File: config.mk
export PLATFORM = sky130hd
export DESIGN_NAME = sha256_msg_sched
export DESIGN_NICKNAME = d
export VERILOG_FILES = /design/src/rtl/sha256_msg_sched.sv
export SDC_FILE = /design/constraint.sdc
export NUM_CORES = 2
export LEC_CHECK = 0
export BUFFER_PORTS_ARGS = -buffer_cell sky130_fd_sc_hd__buf_2
export CAP_MARGIN = 15
export CORE_ASPECT_RATIO = 0.6
export CORE_UTILIZATION = 60
export CTS_BUF_LIST = sky130_fd_sc_hd__clkbuf_4 sky130_fd_sc_hd__clkbuf_8
export DETAILED_ROUTE_END_ITERATION = 7
export HOLD_SLACK_MARGIN = 0.02
export PLACE_DENSITY = 0.88
export SYNTH_ARGS = -nofsm -noshare
export SYNTH_HDL_FRONTEND = slang
export SYNTH_SLANG_ARGS = --single-unit
File: constraint.sdc
create_clock -name clk_i -period 9.4 [get_ports clk_i]
set_input_delay 1.88 -clock clk_i [delete_from_list [all_inputs] [get_ports clk_i]]
set_output_delay 1.88 -clock clk_i [all_outputs]
set_load 0.05 [all_outputs]
File: src/rtl/sha256_msg_sched.sv
// sha256_msg_sched: loads a 16-word block and streams W[0..63] with K[t].
// Optional feature: define SHA256_SCHED_ABORT_EN to add the abort_i input.
module sha256_msg_sched (
    input  logic        clk_i,
    input  logic        rst_ni,
    input  logic [31:0] word_i,
    input  logic        word_valid_i,
    output logic        word_ready_o,
    output logic [31:0] w_o,
    output logic [31:0] k_o,
    output logic [5:0]  round_o,
    output logic        w_valid_o,
    input  logic        w_ready_i,
    output logic        last_o
`ifdef SHA256_SCHED_ABORT_EN
    ,
    input  logic        abort_i
`endif
);
    localparam logic LOAD = 1'b0;
    localparam logic RUN  = 1'b1;

    localparam logic [31:0] K [64] = '{
        32'h428a2f98, 32'h71374491, 32'hb5c0fbcf, 32'he9b5dba5, 32'h3956c25b, 32'h59f111f1, 32'h923f82a4, 32'hab1c5ed5,
        32'hd807aa98, 32'h12835b01, 32'h243185be, 32'h550c7dc3, 32'h72be5d74, 32'h80deb1fe, 32'h9bdc06a7, 32'hc19bf174,
        32'he49b69c1, 32'hefbe4786, 32'h0fc19dc6, 32'h240ca1cc, 32'h2de92c6f, 32'h4a7484aa, 32'h5cb0a9dc, 32'h76f988da,
        32'h983e5152, 32'ha831c66d, 32'hb00327c8, 32'hbf597fc7, 32'hc6e00bf3, 32'hd5a79147, 32'h06ca6351, 32'h14292967,
        32'h27b70a85, 32'h2e1b2138, 32'h4d2c6dfc, 32'h53380d13, 32'h650a7354, 32'h766a0abb, 32'h81c2c92e, 32'h92722c85,
        32'ha2bfe8a1, 32'ha81a664b, 32'hc24b8b70, 32'hc76c51a3, 32'hd192e819, 32'hd6990624, 32'hf40e3585, 32'h106aa070,
        32'h19a4c116, 32'h1e376c08, 32'h2748774c, 32'h34b0bcb5, 32'h391c0cb3, 32'h4ed8aa4a, 32'h5b9cca4f, 32'h682e6ff3,
        32'h748f82ee, 32'h78a5636f, 32'h84c87814, 32'h8cc70208, 32'h90befffa, 32'ha4506ceb, 32'hbef9a3f7, 32'hc67178f2
    };

    logic        state_q, state_d;
    logic [3:0]  lcnt_q, lcnt_d;
    logic [5:0]  rnd_q, rnd_d;
    logic [31:0] win_q [16];
    logic [31:0] win_d [16];
    logic        word_hs, rnd_hs, abort;
    logic [31:0] w_new;

    function automatic logic [31:0] sig0(input logic [31:0] x);
        return {x[6:0], x[31:7]} ^ {x[17:0], x[31:18]} ^ (x >> 3);
    endfunction

    function automatic logic [31:0] sig1(input logic [31:0] x);
        return {x[16:0], x[31:17]} ^ {x[18:0], x[31:19]} ^ (x >> 10);
    endfunction

`ifdef SHA256_SCHED_ABORT_EN
    assign abort = abort_i;
`else
    assign abort = 1'b0;
`endif

    assign word_hs = word_valid_i & (state_q == LOAD);
    assign rnd_hs  = w_ready_i & (state_q == RUN);
    assign w_new   = sig1(win_q[14]) + win_q[9] + sig0(win_q[1]) + win_q[0];

    // State, counters and window registers
    always_ff @(posedge clk_i) begin
        if (!rst_ni) begin
            state_q <= LOAD;
            lcnt_q  <= '0;
            rnd_q   <= '0;
            win_q   <= '{default: '0};
        end else begin
            state_q <= state_d;
            lcnt_q  <= lcnt_d;
            rnd_q   <= rnd_d;
            win_q   <= win_d;
        end
    end

    // Next state: LOAD -> RUN after 16th word, RUN -> LOAD after round 63
    always_comb begin
        state_d = state_q;
        if (word_hs && lcnt_q == 4'd15) state_d = RUN;
        if (rnd_hs && rnd_q == 6'd63) state_d = LOAD;
        if (abort) state_d = LOAD;
    end

    // Window shift and counter advance; abort clears everything and drops the handshake
    always_comb begin
        win_d  = win_q;
        lcnt_d = lcnt_q;
        rnd_d  = rnd_q;
        if (word_hs || rnd_hs) begin
            for (int j = 0; j < 15; j++) win_d[j] = win_q[j+1];
            win_d[15] = word_hs ? word_i : w_new;
        end
        if (word_hs) lcnt_d = lcnt_q + 4'd1;
        if (rnd_hs) rnd_d = rnd_q + 6'd1;
        if (rnd_hs && rnd_q == 6'd63) lcnt_d = '0;
        if (abort) begin
            win_d  = '{default: '0};
            lcnt_d = '0;
            rnd_d  = '0;
        end
    end

    // Outputs come straight from registers or the ROM indexed by rnd_q
    always_comb begin
        word_ready_o = (state_q == LOAD);
        w_valid_o    = (state_q == RUN);
        w_o          = win_q[0];
        k_o          = K[rnd_q];
        round_o      = rnd_q;
        last_o       = (state_q == RUN) && (rnd_q == 6'd63);
    end
endmodule
After elaboration in Yosys (flattened, before gate mapping)
Memories as Yosys holds them, arrays and structs flattened. Index checks and enable logic that the tools add are counted.

Flip-flop bits (word level): 523. ROM bits: 2048. Input port bits: 36. Output and inout port bits: 73. Word-level logic and storage cells: 45. Memories kept: 1.

Memory list: (no name shown) (depth 64, bits a word 32, rd ports 1, clocked after Yosys merged registers in 0, write ports 0, RTL line 107) `k_o = K[rnd_q];`.

Add/sub/neg operators: 5. Magnitude comparators: 1. Equality and inequality tests: 2. Multiplexer cells: 3. Bitwise logic cells: 9. Reduce and logical (&&, ||, !) cells: 5.

Operator list (count): 32-bit adder (3); 32-bit two-way mux (3); 32-bit bitwise XOR (2); 32-bit by 22-bit bitwise XOR with 32-bit output (1); 32-bit by 29-bit bitwise XOR with 32-bit output (1); 7-bit >= comparator, second input constant (1); 6-bit inverter with 7-bit output (1); 6-bit by 1-bit adder with 6-bit output, second input constant (1); 6-bit equality test, second input constant (1); 4-bit by 1-bit adder with 4-bit output, second input constant (1); 4-bit equality test, second input constant (1); 1-bit logical AND (3); 1-bit bitwise AND (2); 1-bit inverter (2); 2-bit OR reduction (1); 1-bit logical OR (1).

Logic depth before layout (Yosys ltp)
Depth after elaboration: 6. Depth in mapped cells: 18. Depth with buffers taken out: 17.

Least setup slack after synthesis
Ideal clock, no wire load.

Kind: reg-to-output. Start: register rnd_q[1], in the netlist round_o[1]. End: output port k_o[19]. Data arrival time: 3.750 ns. Required time: 7.520 ns. Path slack: 3.770 ns. Stages on the path, launching flop included: 11. Path buffers: 2. Cell sequence: dfxtp_1 clkbuf_1 clkinv_1 ha_1 clkbuf_1 inv_1 nor2_1 o31ai_1 o21ai_0 o31a_1 o21ai_0.

Cells in the longest elaborated chain, start to end: 4.

RTL lines: start: declaration (RTL line 36) `logic [5:0] rnd_q, rnd_d;`; start signal: assignment (RTL line 70) `rnd_q <= rnd_d;`; 6-bit inverter with 7-bit output (not written as such) (RTL line 107); memory 64 x 32 bit; 32-bit two-way mux (not written as such) (2 in series) (RTL line 107); end: declaration (RTL line 10) `output logic [31:0] k_o,`.

No other way between the ends. The select of a mux whose other input is x is not followed.

Worst setup path after layout
Start: register rnd_q[1], in the netlist round_o[1]. End: output port k_o[29].

Same word-level chain as after synthesis.

==> impl_metrics.tcl <==
set metrics [dict create \
    max_cap_viol_count 0 \
    core_area_um2 43800 \
    ff2ff_path_depth 12 \
    syn-mean-instance-area_um2 7.89 \
    drt_iter0_drc 3365 \
    place.gp.congestion 1.07 \
    critical_path.slowest_cell "ha_1" \
    dieWidth_um 275 \
    clockPowerShare_pct 42.1 \
    rsz0062_at_grt "false" \
    power.ir.vdd_worst_mv 0.106 \
    postSynthNetCount 3557 \
    post-route-period-util_pct 66.3 \
    clk-insertion-delay-late_ns 0.64 \
    yosysWarningCount 0 \
    worst-setup-path-type "flip-flop to output port" \
    setup.worst_path.start "round_o[1]" \
    grt_pass1_wl_um 116000 \
    cts_post_setup_buffers_inserted 0 \
    hpwl_um 51800 \
    ios 109 \
    cts_htree_levels 3 \
    final_nets 3445 \
    antenna_violating_nets_post_route 0 \
    synth_ff_type "dfxtp_1" \
    synthDistinctLibCells 73 \
    cts_hold_repair.buffers 0 \
    drive_gt1_share_pct 8.43 \
    power.switching_uw 1070 \
    drc_errors 0 \
    globalRouteTotalUtil_pct 32.2 \
    critical_path.max_fanout 26 \
    tritoncts_clock_tree "built" \
    clk_transition_reported_paths_ns 0.06 \
    grt_antenna_before_repair 2 \
    regToRegSetupSlack_ns 4.58 \
    std_cell_rows 59 \
    final.setup_skew_ns 0.0389 \
    totalWireLength_um 75200 \
    critPathRequiredTime_ns 7.52 \
    die_h_um 166 \
    timing_max_transition_violations_final 0 \
    fin_ws_ns 3.17 \
    slew-limit-headroom_pct 24.8 \
    sw_frac_of_total_pct 24.3 \
    preCtsSetupSlack_ns 4.02 \
    p_seq_share_pct 51.5 \
    hp-class "flip-flop to flip-flop" \
    final.hold.worst_slack_ns 0.454 \
    number_of_enable_type_register_cells_in_the_synthesized_netlist 0 \
    power_leakage_uw 0.0102 \
    area_delta_synth_final_pct 6.10 \
    cts.sinks 523 \
    routed_via_density 5.89 \
    hold_viol_final 0 \
    cp-endpoint "k_o[29]" \
    fmax_mhz 160 \
    clock_path_buffers 3 \
    cell_area_after_synthesis_um2 26900 \
    grt_max_degree 235 \
    initial_utilization_pct 61.5 \
    design.die.area_um2 45700 \
    pwr_density_cell_nw_per_um2 154 \
    timing_worst_slew_pin_value_ns 1.13 \
    pwr-share-comb_pct 6.4 \
    drt-pass1-iter-count 7 \
    synth-seq-area-share_pct 38.9 \
    cellInternalPower_uw 3330 \
    wl_per_cell_um 19.2 \
    yosys_register_bits 523 \
    worstPathArrival_ns 4.35 \
    cts_repair_resize_count 0 \
    regToRegStartpoint "win_q[59]" \
    endpoint_kind_of_the_worst_setup_timing_path "output port" \
    grt-ovfl-total 0 \
    fin_setup_tns_ns 0 \
    reg2reg_to "win_q[28]" \
    path_common_cell "nor2_1" \
    placement.io_buffers 108 \
    timing.critical_path.slowest_cell_delay_ns 0.70 \
    synthesis.instances 3410 \
    setup.worst_path.start_class "flip-flop" \
    clk_root_buffer_cell "clkbuf_8" \
    first_global_vias 20542 \
    run_status "complete, no violations" \
    cts_inserted_buffers 71 \
    vias 23101 \
    clock_period_minus_worst_slack_ns 6.23 \
    async_reset_ff_share_pct 0 \
    path_cells "buf_4 > clkinv_1 > ha_1 > inv_1 > nor2_1 > o31ai_1 > nor2_1 > a2111oi_0 > a211oi_1 > a31oi_1 > buf_2" \
    setup_viol 0 \
]
-- cell usage after synthesis (7+ instances only) --
cell type / number / area, um2
nand2_1: 1089 / 4090
dfxtp_1: 523 / 10500
a21boi_0: 486 / 3650
clkbuf_1: 246 / 923
inv_1: 136 / 510
a21oi_1: 125 / 626
nor2_1: 98 / 368
o21ai_0: 89 / 445
xnor2_1: 89 / 780
fa_1: 62 / 1240
xor2_1: 62 / 543
ha_1: 49 / 613
buf_4: 36 / 270
buf_1: 24 / 90.1
nand3_1: 23 / 115
a211oi_1: 21 / 158
a31oi_1: 19 / 119
o211ai_1: 19 / 143
o221ai_1: 18 / 158
nor3_1: 17 / 85.1
a311oi_1: 16 / 140
a21o_1: 12 / 90.1
nand4_1: 9 / 56.3
nor2b_1: 9 / 56.3
o22ai_1: 9 / 56.3
o21a_1: 8 / 60.1
o211a_1: 7 / 70.1
o31ai_1: 7 / 52.6
-- cell usage in the layout, fill, tap and decap left out, types with 6 or more instances in the layout --
master    instances
nand2_1        1088
a21oi_1         125
dfxtp_1         519
inv_1           136
a31oi_1          19
xnor2_1          89
nand4_1           9
xor2_1           62
buf_4            19
a21boi_0        486
o311ai_0          6
clkbuf_4         16
nor2b_1           8
fa_1             62
o211ai_1         19
a311oi_1         16
o21a_1            8
buf_2           107
o21ai_0          89
a211oi_1         21
nor2_1           97
clkinv_2          8
o31ai_1           7
a21o_1           12
o211a_1           7
nand3_1          23
nor3_1           17
ha_1             49
o221ai_1         18
clkbuf_8         85
o22ai_1           9
-- logic make-up after synthesis --
group,after synthesis,share of synthesized area (%)
AND/OR/NAND/NOR,1277,18.6
AO/OA/AOI/OAI,883,23.1
flip-flops,523,38.9
buffers and inverters,454,7.04
XOR/XNOR,151,4.91
adder cells (fa/ha/maj),111,6.89
multiplexers,11,0.609
-- critical path, delay by kind of cell (launching register included) --
kind / cells / cell delay, ns
simple gates: 2 / 0.22
fa+ha+maj: 1 / 0.70
flops: 1 / 0.31
buf+inv: 4 / 1.36
compound gates: 4 / 1.12
-- power by group through the flow --
stage | sequential [uW] | combinational [uW] | clock [uW]
after floorplan | 2300 | 217 | 0
after global routing | 2260 | 306 | 1980
after global placement | 2310 | 271 | 0
after detailed placement | 2310 | 273 | 0
final | 2270 | 281 | 1850
after CTS | 2260 | 274 | 1880
-- area by class of cell --
cell class	count	area, um2
fillers	3524	15200
multi-input cells	2433	14600
flip-flops and latches	523	10500
clock buffers	101	1290
repair buffers	130	753
well taps	579	724
inverters	139	522
clock inverters	18	219
diodes	1	2.50
-- worst min-delay path by stage --
stage | startpoint | end | slack [ns] | depth (start not counted)
after floorplan | win_q[395] | win_q[395] | 0.44 | 2
after global placement | win_q[320] | win_q[320] | 0.45 | 2
after detailed placement | win_q[125] | win_q[157] | 0.46 | 2
after CTS | win_q[167] | win_q[199] | 0.45 | 2
after global routing | win_q[379] | win_q[411] | 0.47 | 2
final | win_q[246] | win_q[278] | 0.45 | 2
-- metrics by stage --
step | instances | instance area, um2 | power, uW | utilization, %
after global placement | 3804 | 27000 | 2580 | 61.8
after detailed placement | 3804 | 27000 | 2590 | 61.8
after CTS | 3923 | 28500 | 4410 | 65.2
after floorplan | 3410 | 26900 | 2510 | -
final | 3924 | 28500 | 4400 | 65.2
after global routing | 3923 | 28500 | 4550 | 65.2
-- routing by layer --
layer	routed length [um]	part of all wire (%)	vias to the layer above	GRT usage [%]
met5	13	0.017	-	0
met4	1720	2.3	2	7.28
met3	11300	15	158	14.1
met2	27500	37	1200	39.6
met1	34600	46	10833	50.0
li1	-	-	10908	-
-- sequential cells by signal (all words and copies together) (netlist names) --
register   flops
round_o        6
lcnt_q         4
w_o           32
win_q        480
w_valid_o      1
(Power assumes the default switching activity.)
